[src/rtl/mdu_pkg.sv]
// mdu_pkg: opcodes, FSM states and opcode-class helpers
// shared by the iterative multiply/divide unit.
package mdu_pkg;

   localparam logic [3:0] OP_NOP   = 4'd0;
   localparam logic [3:0] OP_MULT  = 4'd1;
   localparam logic [3:0] OP_MULTU = 4'd2;
   localparam logic [3:0] OP_DIV   = 4'd3;
   localparam logic [3:0] OP_DIVU  = 4'd4;
   localparam logic [3:0] OP_MADD  = 4'd5;
   localparam logic [3:0] OP_MADDU = 4'd6;
   localparam logic [3:0] OP_MSUB  = 4'd7;
   localparam logic [3:0] OP_MSUBU = 4'd8;
   localparam logic [3:0] OP_MTHI  = 4'd9;
   localparam logic [3:0] OP_MTLO  = 4'd10;
   localparam logic [3:0] OP_MFHI  = 4'd11;
   localparam logic [3:0] OP_MFLO  = 4'd12;

   typedef enum logic [1:0] {
      S_IDLE,
      S_PREP,
      S_ITER,
      S_FIX
   } state_t;

   function automatic logic is_arith(input logic [3:0] op);
      return (op >= OP_MULT) && (op <= OP_MSUBU);
   endfunction

   function automatic logic is_div(input logic [3:0] op);
      return (op == OP_DIV) || (op == OP_DIVU);
   endfunction

   function automatic logic is_signed(input logic [3:0] op);
      return (op == OP_MULT) || (op == OP_DIV) ||
             (op == OP_MADD) || (op == OP_MSUB);
   endfunction

   function automatic logic is_acc(input logic [3:0] op);
      return (op == OP_MADD) || (op == OP_MADDU);
   endfunction

   function automatic logic is_sub(input logic [3:0] op);
      return (op == OP_MSUB) || (op == OP_MSUBU);
   endfunction

endpackage

[src/rtl/mdu_if.sv]
// mdu_if: request/result bundle between the EX stage
// and the multiply/divide unit.
interface mdu_if #(
   parameter int WIDTH = 32
);
   logic             start;
   logic [3:0]       op;
   logic [WIDTH-1:0] a;
   logic [WIDTH-1:0] b;
   logic             abort;
   logic [WIDTH-1:0] rd_data;
   logic [WIDTH-1:0] hi_o;
   logic [WIDTH-1:0] lo_o;
   logic             busy;
   logic             done;

   modport master (
      output start, op, a, b, abort,
      input  rd_data, hi_o, lo_o, busy, done
   );

   modport slave (
      input  start, op, a, b, abort,
      output rd_data, hi_o, lo_o, busy, done
   );
endinterface

[src/rtl/mdu_div_step.sv]
// mdu_div_step: BITS_PER_CYCLE restoring-divide steps,
// quotient bits shift in at the bottom of quo.
module mdu_div_step #(
   parameter int WIDTH          = 32,
   parameter int BITS_PER_CYCLE = 1
) (
   input  logic [WIDTH-1:0] rem,
   input  logic [WIDTH-1:0] quo,
   input  logic [WIDTH-1:0] dvs,
   output logic [WIDTH-1:0] rem_nxt,
   output logic [WIDTH-1:0] quo_nxt
);

   logic [WIDTH:0]   trial;
   logic [WIDTH-1:0] r;
   logic [WIDTH-1:0] q;

   // shift one dividend bit into the partial remainder, subtract if it fits
   always_comb begin
      r     = rem;
      q     = quo;
      trial = '0;
      for (int k = 0; k < BITS_PER_CYCLE; k++) begin
         trial = {r, q[WIDTH-1]};
         q     = {q[WIDTH-2:0], 1'b0};
         if (trial >= {1'b0, dvs}) begin
            trial = trial - {1'b0, dvs};
            q[0]  = 1'b1;
         end
         r = trial[WIDTH-1:0];
      end
      rem_nxt = r;
      quo_nxt = q;
   end

endmodule

[src/rtl/mdu_iter.sv]
// mdu_iter: iterative shift-add multiply / restoring divide
// with HI/LO, accumulate and pipeline abort.
module mdu_iter
   import mdu_pkg::*;
#(
   parameter int WIDTH          = 32,
   parameter int BITS_PER_CYCLE = 1
) (
   input logic  clk,
   input logic  reset,
   mdu_if.slave bus
);

   localparam int N  = WIDTH / BITS_PER_CYCLE;
   localparam int CW = $clog2(N);
   localparam int W2 = 2 * WIDTH;

   state_t           state, state_nxt;
   logic [CW-1:0]    cnt;
   logic [3:0]       op_q;
   logic [WIDTH-1:0] a_q, b_q, hi, lo;
   logic [WIDTH-1:0] rem, quo, dvs, mpl;
   logic [WIDTH-1:0] rem_nxt, quo_nxt;
   logic [W2-1:0]    mcd, acc, acc_nxt, hilo_q;
   logic             neg_q, rneg_q, dz_q, done_q;
   logic             sgn, a_neg, b_neg;
   logic [WIDTH-1:0] a_abs, b_abs;
   logic [WIDTH-1:0] q_fix, r_fix;
   logic [W2-1:0]    p_fix, res;
   logic             accept;

   assign accept = bus.start && !bus.abort;
   assign sgn    = is_signed(op_q);
   assign a_neg  = sgn & a_q[WIDTH-1];
   assign b_neg  = sgn & b_q[WIDTH-1];
   assign a_abs  = a_neg ? -a_q : a_q;
   assign b_abs  = b_neg ? -b_q : b_q;

   mdu_div_step #(
      .WIDTH          (WIDTH),
      .BITS_PER_CYCLE (BITS_PER_CYCLE)
   ) u_div (
      .rem     (rem),
      .quo     (quo),
      .dvs     (dvs),
      .rem_nxt (rem_nxt),
      .quo_nxt (quo_nxt)
   );

   // state register
   always_ff @(posedge clk or posedge reset) begin
      if (reset) state <= S_IDLE;
      else       state <= state_nxt;
   end

   // next state; abort while busy overrides every transition
   always_comb begin
      state_nxt = state;
      unique case (state)
         S_IDLE: if (accept && is_arith(bus.op)) state_nxt = S_PREP;
         S_PREP: state_nxt = S_ITER;
         S_ITER: if (cnt == CW'(N - 1)) state_nxt = S_FIX;
         S_FIX:  state_nxt = S_IDLE;
         default: state_nxt = S_IDLE;
      endcase
      if (state != S_IDLE && bus.abort) state_nxt = S_IDLE;
   end

   // shift-add multiply step over the low multiplier bits
   always_comb begin
      acc_nxt = acc;
      for (int k = 0; k < BITS_PER_CYCLE; k++)
         if (mpl[k]) acc_nxt = acc_nxt + (mcd << k);
   end

   // sign correction and accumulate for the FIX write
   always_comb begin
      q_fix = neg_q  ? -quo : quo;
      r_fix = rneg_q ? -rem : rem;
      p_fix = neg_q  ? -acc : acc;
      res   = p_fix;
      unique case (1'b1)
         is_div(op_q): res = {r_fix, q_fix};
         is_sub(op_q): res = hilo_q - p_fix;
         is_acc(op_q): res = hilo_q + p_fix;
         default: ;
      endcase
   end

   // operand capture, iteration datapath and HI/LO update
   always_ff @(posedge clk or posedge reset) begin
      if (reset) begin
         cnt    <= '0;
         op_q   <= OP_NOP;
         a_q    <= '0;
         b_q    <= '0;
         hi     <= '0;
         lo     <= '0;
         rem    <= '0;
         quo    <= '0;
         dvs    <= '0;
         mpl    <= '0;
         mcd    <= '0;
         acc    <= '0;
         hilo_q <= '0;
         neg_q  <= 1'b0;
         rneg_q <= 1'b0;
         dz_q   <= 1'b0;
         done_q <= 1'b0;
      end else begin
         done_q <= 1'b0;
         unique case (state)
            S_IDLE: begin
               if (accept && is_arith(bus.op)) begin
                  op_q <= bus.op;
                  a_q  <= bus.a;
                  b_q  <= bus.b;
               end else if (accept && bus.op == OP_MTHI) begin
                  hi <= bus.a;
               end else if (accept && bus.op == OP_MTLO) begin
                  lo <= bus.a;
               end
            end
            S_PREP: begin
               mcd    <= {{WIDTH{1'b0}}, a_abs};
               mpl    <= b_abs;
               acc    <= '0;
               rem    <= '0;
               quo    <= a_abs;
               dvs    <= b_abs;
               neg_q  <= a_neg ^ b_neg;
               rneg_q <= a_neg;
               dz_q   <= is_div(op_q) && (b_q == '0);
               hilo_q <= {hi, lo};
               cnt    <= '0;
            end
            S_ITER: begin
               cnt <= cnt + CW'(1);
               if (is_div(op_q)) begin
                  rem <= rem_nxt;
                  quo <= quo_nxt;
               end else begin
                  acc <= acc_nxt;
                  mcd <= mcd << BITS_PER_CYCLE;
                  mpl <= mpl >> BITS_PER_CYCLE;
               end
            end
            S_FIX: begin
               if (!bus.abort) begin
                  done_q <= 1'b1;
                  if (!dz_q) {hi, lo} <= res;
               end
            end
            default: ;
         endcase
      end
   end

   // MFHI/MFLO read port, combinational on the current op
   always_comb begin
      bus.rd_data = '0;
      if (bus.op == OP_MFHI)      bus.rd_data = hi;
      else if (bus.op == OP_MFLO) bus.rd_data = lo;
   end

   assign bus.hi_o = hi;
   assign bus.lo_o = lo;
   assign bus.busy = (state != S_IDLE);
   assign bus.done = done_q;

endmodule

[src/flat_wrapper.sv]
// flat-port wrapper written by rule: the top's interface ports become plain ports
module mdu_iter_flat import mdu_pkg::*;
#(
   parameter int WIDTH          = 32,
   parameter int BITS_PER_CYCLE = 1
)
  (clk, reset, bus_start, bus_op, bus_a, bus_b, bus_abort, bus_rd_data, bus_hi_o, bus_lo_o, bus_busy, bus_done);
  mdu_if #(.WIDTH(WIDTH)) bus_i ();
  input logic clk;
  input logic reset;
  input wire logic [$bits(bus_i.start)-1:0] bus_start;
  input wire logic [$bits(bus_i.op)-1:0] bus_op;
  input wire logic [$bits(bus_i.a)-1:0] bus_a;
  input wire logic [$bits(bus_i.b)-1:0] bus_b;
  input wire logic [$bits(bus_i.abort)-1:0] bus_abort;
  output wire logic [$bits(bus_i.rd_data)-1:0] bus_rd_data;
  output wire logic [$bits(bus_i.hi_o)-1:0] bus_hi_o;
  output wire logic [$bits(bus_i.lo_o)-1:0] bus_lo_o;
  output wire logic [$bits(bus_i.busy)-1:0] bus_busy;
  output wire logic [$bits(bus_i.done)-1:0] bus_done;
  assign bus_i.start = bus_start;
  assign bus_i.op = bus_op;
  assign bus_i.a = bus_a;
  assign bus_i.b = bus_b;
  assign bus_i.abort = bus_abort;
  assign bus_rd_data = bus_i.rd_data;
  assign bus_hi_o = bus_i.hi_o;
  assign bus_lo_o = bus_i.lo_o;
  assign bus_busy = bus_i.busy;
  assign bus_done = bus_i.done;
  mdu_iter #(.WIDTH(WIDTH), .BITS_PER_CYCLE(BITS_PER_CYCLE)) u_core (.clk(clk), .reset(reset), .bus(bus_i));
endmodule
[config.mk]
export PLATFORM = sky130hd
export DESIGN_NAME = mdu_iter_flat
export DESIGN_NICKNAME = d
export VERILOG_FILES = /design/src/rtl/mdu_pkg.sv /design/src/rtl/mdu_if.sv /design/src/rtl/mdu_div_step.sv /design/src/rtl/mdu_iter.sv /design/src/flat_wrapper.sv
export SDC_FILE = /design/constraint.sdc
export NUM_CORES = 2
export LEC_CHECK = 0
export ABC_AREA = 1
export BUFFER_PORTS_ARGS = -buffer_cell sky130_fd_sc_hd__clkbuf_2
export CAP_MARGIN = 20
export CELL_PAD_IN_SITES_DETAIL_PLACEMENT = 0
export CELL_PAD_IN_SITES_GLOBAL_PLACEMENT = 1
export CORE_ASPECT_RATIO = 2
export CORE_MARGIN = 2
export CORE_UTILIZATION = 46
export CTS_CLUSTER_DIAMETER = 100
export DETAILED_ROUTE_END_ITERATION = 10
export PLACE_DENSITY_LB_ADDON = 0.1
export SYNTH_ARGS = -nofsm -noshare
export SYNTH_HDL_FRONTEND = slang
export SYNTH_SLANG_ARGS = --single-unit
[constraint.sdc]
create_clock -name clk -period 18.9 [get_ports clk]
set_input_delay 1.89 -clock clk [delete_from_list [all_inputs] [get_ports clk]]
set_output_delay 1.89 -clock clk [all_outputs]
set_load 0.03 [all_outputs]
---- Word level (Yosys, flattened, before mapping) ----
Cells that the tools add are included.
operators by class
  muxes and demuxes ....................... 39
  reduce and logical (&&, ||, !) cells .... 26
  order comparisons ....................... 3
  add/sub/neg operators ................... 10
  bitwise logic cells ..................... 3
  equality and inequality tests ........... 26
operators with widths
  cell                  count
  $mux W32              19
  $pmux W32 S2          5
  $mux W64              4
  $pmux W64 S2          2
  $pmux W64 S3          1
  $add A64 B64 Y64      2
  $neg A32 Y32          4
  $neg A64 Y64          1
  $sub A64 B64 Y64      1
  $ge A33 B32 Y1        1
  $logic_not A32 Y1     1
  $sub A32 B32 Y32      1
  $eq A4 B4 Y1 const B  5
  $eq A4 B3 Y1 const B  4
  $ne A2 B2 Y1 const B  5
  $pmux W5 S2           1
  $ne A2 B1 Y1 const B  4
  $pmux W2 S4           1
  $reduce_and A2 Y1     4
  $logic_and A1 B1 Y1   7
  $logic_or A1 B1 Y1    6
  $mux W2               3
  $ne A3 B1 Y1 const B  2
  $reduce_and A6 Y1     1
  16 further kinds      22
storage, ports and cells
  output and inout bits ................... 98
  word-level logic and storage cells ...... 125
  register bits ........................... 463
  input port bits ......................... 72

---- Longest topological paths before layout ----
  word-level depth ........................ 7
  mapped depth ............................ 37
  gate-level depth less buffers ........... 37

---- Cells and area by module ----
A second synthesis with hierarchy kept.
unflattened totals
  cells, all modules ...................... 5924
  area total of the unflattened synthesis .. 38573.2 um2
by module, submodules not included
  module        cells each  times used  area an instance (um2)
  mdu_iter      5246        1           35180.0
  mdu_div_step  678         1           3393.3

---- Worst setup path before layout ----
Ideal clock, no wire load.
  path kind ............................... input-to-output
  start point ............................. in bus_op[3]
  end point ............................... out bus_rd_data[10]
  setup slack ............................. 14.042 ns
  arrival ................................. 2.968 ns
  path buffers ............................ 1
  stages on the path ...................... 7
  required time ........................... 17.010 ns
  path through ............................ inv_1 -> nor2_1 -> inv_1 -> nor2_1 -> nand2_1 -> clkbuf_1 -> o22ai_1
on the way
  word-level cells in the longest chain between the ends .. 3
RTL lines
  what          line                text
  from (decl)   flat_wrapper.sv:12  input wire logic [$bits(bus_i.op)-1:0] bus_op;
  $eq A4 B4 Y1  mdu_iter.sv:163     else if (bus.op == OP_MFLO) bus.rd_data = lo;
  $mux W32      mdu_iter.sv:163
  $mux W32 (*)  mdu_iter.sv:162     if (bus.op == OP_MFHI) bus.rd_data = hi;
  to (decl)     flat_wrapper.sv:16  output wire logic [$bits(bus_i.rd_data)-1:0] bus_rd_data;
Every way passes the cells marked *; elsewhere a longest branch is shown, timed or not.

---- Worst setup path after layout ----
  start point ............................. reg u_core.neg_q
  end point ............................... reg u_core.hi[18] (netlist: u_core.bus.hi_o[18])
on the way
  word-level cells in the longest chain between the ends .. 6
RTL lines
  what                                                  line                            text
  from (decl)                                           mdu_iter.sv:25                  logic neg_q, rneg_q, dz_q, done_q;
  from (signal assigned)                                mdu_iter.sv:131                 neg_q <= a_neg ^ b_neg;
  $mux W64 (*)                                          mdu_iter.sv:80                  p_fix = neg_q ? -acc : acc;
  $add A64 B64 Y64 or $sub A64 B64 Y64 (tied branches)  mdu_iter.sv:85, mdu_iter.sv:84
  $pmux W64 S3 (*)                                      mdu_iter.sv:82                  unique case (1'b1)
  $mux W32 (*)                                          mdu_iter.sv:151                 if (!dz_q) {hi, lo} <= res;
  $mux W32 (*)                                          mdu_iter.sv:149                 if (!bus.abort) begin
  $pmux W32 S2 (*)                                      mdu_iter.sv:112                 unique case (state)
  to (signal assigned)                                  mdu_iter.sv:119                 hi <= bus.a;
  to (signal assigned)                                  mdu_iter.sv:151
  to (decl)                                             mdu_iter.sv:21                  logic [WIDTH-1:0] a_q, b_q, hi, lo;
Every way passes the cells marked *; elsewhere a longest branch is shown, timed or not. The select of a mux whose other input is x is not followed.
A chain may end at the register's enable or synchronous reset.

==> Implementation_results.wiki <==
{| class="wikitable"
! Metric !! Value
|-
| # setup viols final || 0
|-
| Origin of the worst min-delay path || u_core.quo[0]
|-
| Worst min-delay path class || flip-flop to flip-flop
|-
| Number of synthesized register bits || between 400 and 500
|-
| Highest routing layer actually used || met5
|-
| Final worst-path setup slack || between 10,000 and 15,000 ps
|-
| Floorplan die area || just over 80,000 um^2
|-
| Synthesized net count || between 5,000 and 6,000
|-
| Nets@finish || slightly below 6,000
|-
| Cell occurring most often along the worst timing path || sky130_fd_sc_hd__nand2_2
|-
| Worst slew margin relative to its limit || 0.125
|-
| Hold slack || 488 ps
|-
| Number of instances in the synthesized netlist || ~5,600
|-
| Share of synthesized area occupied by flip-flops and latches || 0.313
|-
| Number of enable flip-flop cells after synthesis || 0
|-
| Number of routed nets with antenna violations || 0
|-
| Number of design-rule violations left by the first detailed-router iteration || ~3,600
|-
| Final max-slew violation count || 0
|-
| Cts bufs inserted || 48
|-
| Final weighted congestion in routability-driven placement || 1.11
|-
| First-pass GRT wire length || approximately 260,000 um
|-
| Max_cap viols || 0
|-
| Setup clock skew after layout || about 15 ps
|-
| Initial standard-cell utilization of the core || 0.463
|-
| Number of buffers on the longest clock path || 3
|-
| Area Overhead vs Synth || 10.1%
|-
| Met2 WL post-DR || 84,600 um
|-
| Worst reg-to-reg setup slack || 12,000 ps
|-
| Number of remaining DRC errors || 0
|-
| Path depth of the worst reg2reg path || 32
|-
| Max stage delay on crit path || between 800 and 900 ps
|-
| Actual slew at the worst max-slew pin || ~1300 ps
|-
| Core Area || 80,000 um^2
|-
| Family with the most delay on the worst path || simple AND/OR/NAND/NOR gates
|-
| Total met3 wirelength after detailed routing || between 10,000 and 15,000 um
|-
| Clock sinks || roughly 460
|-
| Crit path buf inv count || 3
|-
| Share of final-layout standard cells stronger than drive strength 1 || 0.0807
|-
| Proportion of register bits with asynchronous set or reset after synthesis || 1.00
|-
| Later-pin clock latency in the skew report || 650 ps
|-
| Final hold violations || 0
|-
| Reg-to-reg critical path endpoint || u_core.bus.hi_o[18]
|-
| Final total negative setup slack || 0 ps
|-
| Final period util || 0.365
|-
| Ys flop type || sky130_fd_sc_hd__dfrtp_1
|-
| FMAX || between 0.1 and 0.15 GHz
|-
| Buffer cell driving the clock tree root || sky130_fd_sc_hd__clkbuf_16
|-
| Area contributors post-synth || sky130_fd_sc_hd__dfrtp_1, sky130_fd_sc_hd__nand2_1, sky130_fd_sc_hd__o21ai_0
|-
| Total routing usage reported by global routing || 0.435
|-
| DRT Wirelength || between 150,000 and 200,000 um
|-
| Number of top-level design ports || 170
|-
| YS warnings || 0
|-
| Number of gates on the worst path with buffers counted || 32
|-
| Via count of the first global-routing pass || 39,300
|-
| Drt first pass iters || 6
|-
| Clock-pin slew on the worst setup and hold paths || 70 ps
|-
| Unrepaired setup endpoints after global routing || false
|-
| Worst hold stages || 2
|-
| Wire length per cell || approximately 26 um
|-
| Die width || between 200 and 250 um
|-
| Endpoint required time on the critical path || about 19,000 ps
|-
| Distinct cell type count after synthesis || 64
|-
| Average instance area after synthesis || around 6.6 um^2
|-
| Run status || finished, final reports clean
|-
| Period minus WS final || between 6000 and 7000 ps
|-
| Count of port buffers added during placement || around 170
|-
| Total number of vias || slightly above 40,000
|-
| Arrival @ worst endpoint || 7410 ps
|-
| Worst reg2reg startpoint || u_core.neg_q
|-
| Crit end category || flip-flop
|-
| Post-CTS setup buffers || 0
|-
| Count of instances resized after the clock tree is built || 0
|-
| Die Y || 405 um
|-
| Largest driver fanout on the critical path || 53
|-
| Number of H-tree branching levels || 2
|-
| Top cell type by total area after synthesis || sky130_fd_sc_hd__dfrtp_1
|-
| Site row count || roughly 150
|-
| Highest-count cells in the layout ignoring fill and taps || sky130_fd_sc_hd__nand2_1, sky130_fd_sc_hd__inv_1, sky130_fd_sc_hd__o21ai_0, sky130_fd_sc_hd__nor2_1, sky130_fd_sc_hd__a21oi_1
|-
| Setup Slack @ Placement || roughly 12,000 ps
|-
| Maximum number of pins on one net before global-route repair || 100
|-
| Met1 routed wirelength after detailed routing || roughly 62,000 um
|-
| Sum of net half-perimeters after detailed placement || 141,000 um
|-
| Top-area cell type share of the netlist area || 0.313
|-
| Slowest cell on the critical path || sky130_fd_sc_hd__dfrtp_4
|-
| Leftover overflow at the end of global routing || 0
|-
| Combined area of all synthesized cells || 37,100 um^2
|-
| Clock tree from TritonCTS || yes
|-
| Setup Crit Path Kind || flip-flop to flip-flop
|-
| Number of buffers added to fix hold violations after cts || 0
|-
| Setup crit start kind || flip-flop
|-
| Min-Delay Endpoint || u_core.quo[0]
|-
| Drt via density || approximately 5.9
|-
| Leading cell type in the layout, fill and taps excluded || sky130_fd_sc_hd__nand2_1
|-
| Initial antenna violation count || 23
|}
area by class of cell:
class | instances | area, um^2
fill | 8472 | 39200
multi-input combinational | 4140 | 21700
sequential | 463 | 11600
inverter | 819 | 3080
timing repair buffer | 227 | 1370
tap | 1043 | 1310
clock buffer | 61 | 1300
clock inverter | 28 | 397
antenna | 9 | 22.5
per-stage QoR:
stage / util / cells / instance area [um^2]
6_report: 0.510 / 6790 / 40800
3_5_place_dp: 0.486 / 6678 / 38900
5_1_grt: 0.510 / 6781 / 40800
4_1_cts: 0.508 / 6767 / 40600
3_3_place_gp: 0.486 / 6677 / 38900
2_1_floorplan: - / 5606 / 37100
per-layer routing:
layer / up-vias / global-route usage
met5: - / 0
met4: 26 / 0.383
met3: 667 / 0.120
met2: 1709 / 0.714
met1: 19100 / 0.452
li1: 18900 / -
synth_stat cells, drive strengths merged, types with 4 or more instances:
cell,n
dfrtp,463
a21oi,494
nand2,1133
o21a,8
nand4,34
inv,810
a211oi,13
or2,36
nor2,632
o2111ai,4
o31ai,10
a21o,15
nand3,338
nor3,74
clkinv,9
xor2,104
o221ai,20
and2,7
o21bai,18
o211ai,55
a22oi,32
a21boi,19
ha,178
o21ai,659
clkbuf,144
a31oi,87
nor4,22
o22ai,92
xnor2,27
buf,40
cells by family (layout without fill, tap and decap cells):
group | count (synthesis) | in the layout | share of synthesized area
AND/OR/NAND/NOR | 2288 | 2288 | 0.262
AO/OA/AOI/OAI | 1539 | 1539 | 0.230
buffers and inverters | 1003 | 1135 | 0.102
flip-flops | 463 | 463 | 0.313
adder cells (fa/ha/maj) | 181 | 181 | 0.0617
XOR/XNOR | 131 | 131 | 0.0316
multiplexers | 1 | 1 | 0.000304
other | 0 | 9 | 0
worst register-to-register path, delay by kind of cell, from the launching register on:
family	cells	cell delay, ps
simple gates	20	2800
fa+ha+maj	1	360
xor+xnor	1	270
buf+inv	3	510
flops	1	820
compound gates	7	2020
flip-flops by register name, indices dropped and copies added, names as in the netlist:
signal / count
u_core.a_q: 32
u_core.acc: 64
u_core.b_q: 32
u_core.bus.done: 1
u_core.bus.hi_o: 32
u_core.bus.lo_o: 32
u_core.cnt: 5
u_core.dvs: 32
u_core.dz_q: 1
u_core.hilo_q: 64
u_core.mcd: 64
u_core.mpl: 32
u_core.neg_q: 1
u_core.op_q: 4
u_core.quo: 32
u_core.rem: 32
u_core.rneg_q: 1
u_core.state: 2
worst max path at each step:
stage,end,from
5_1_grt,u_core.bus.hi_o[18],u_core.neg_q
3_5_place_dp,u_core.bus.hi_o[18],u_core.neg_q
2_1_floorplan,u_core.a_q[0],reset
3_3_place_gp,u_core.bus.hi_o[18],u_core.neg_q
6_report,u_core.bus.hi_o[18],u_core.neg_q
4_1_cts,u_core.bus.hi_o[18],u_core.neg_q
Power is left out: the tool's default activity adds up to more than one toggle a clock period on the data nets, which glitch-free logic cannot reach.
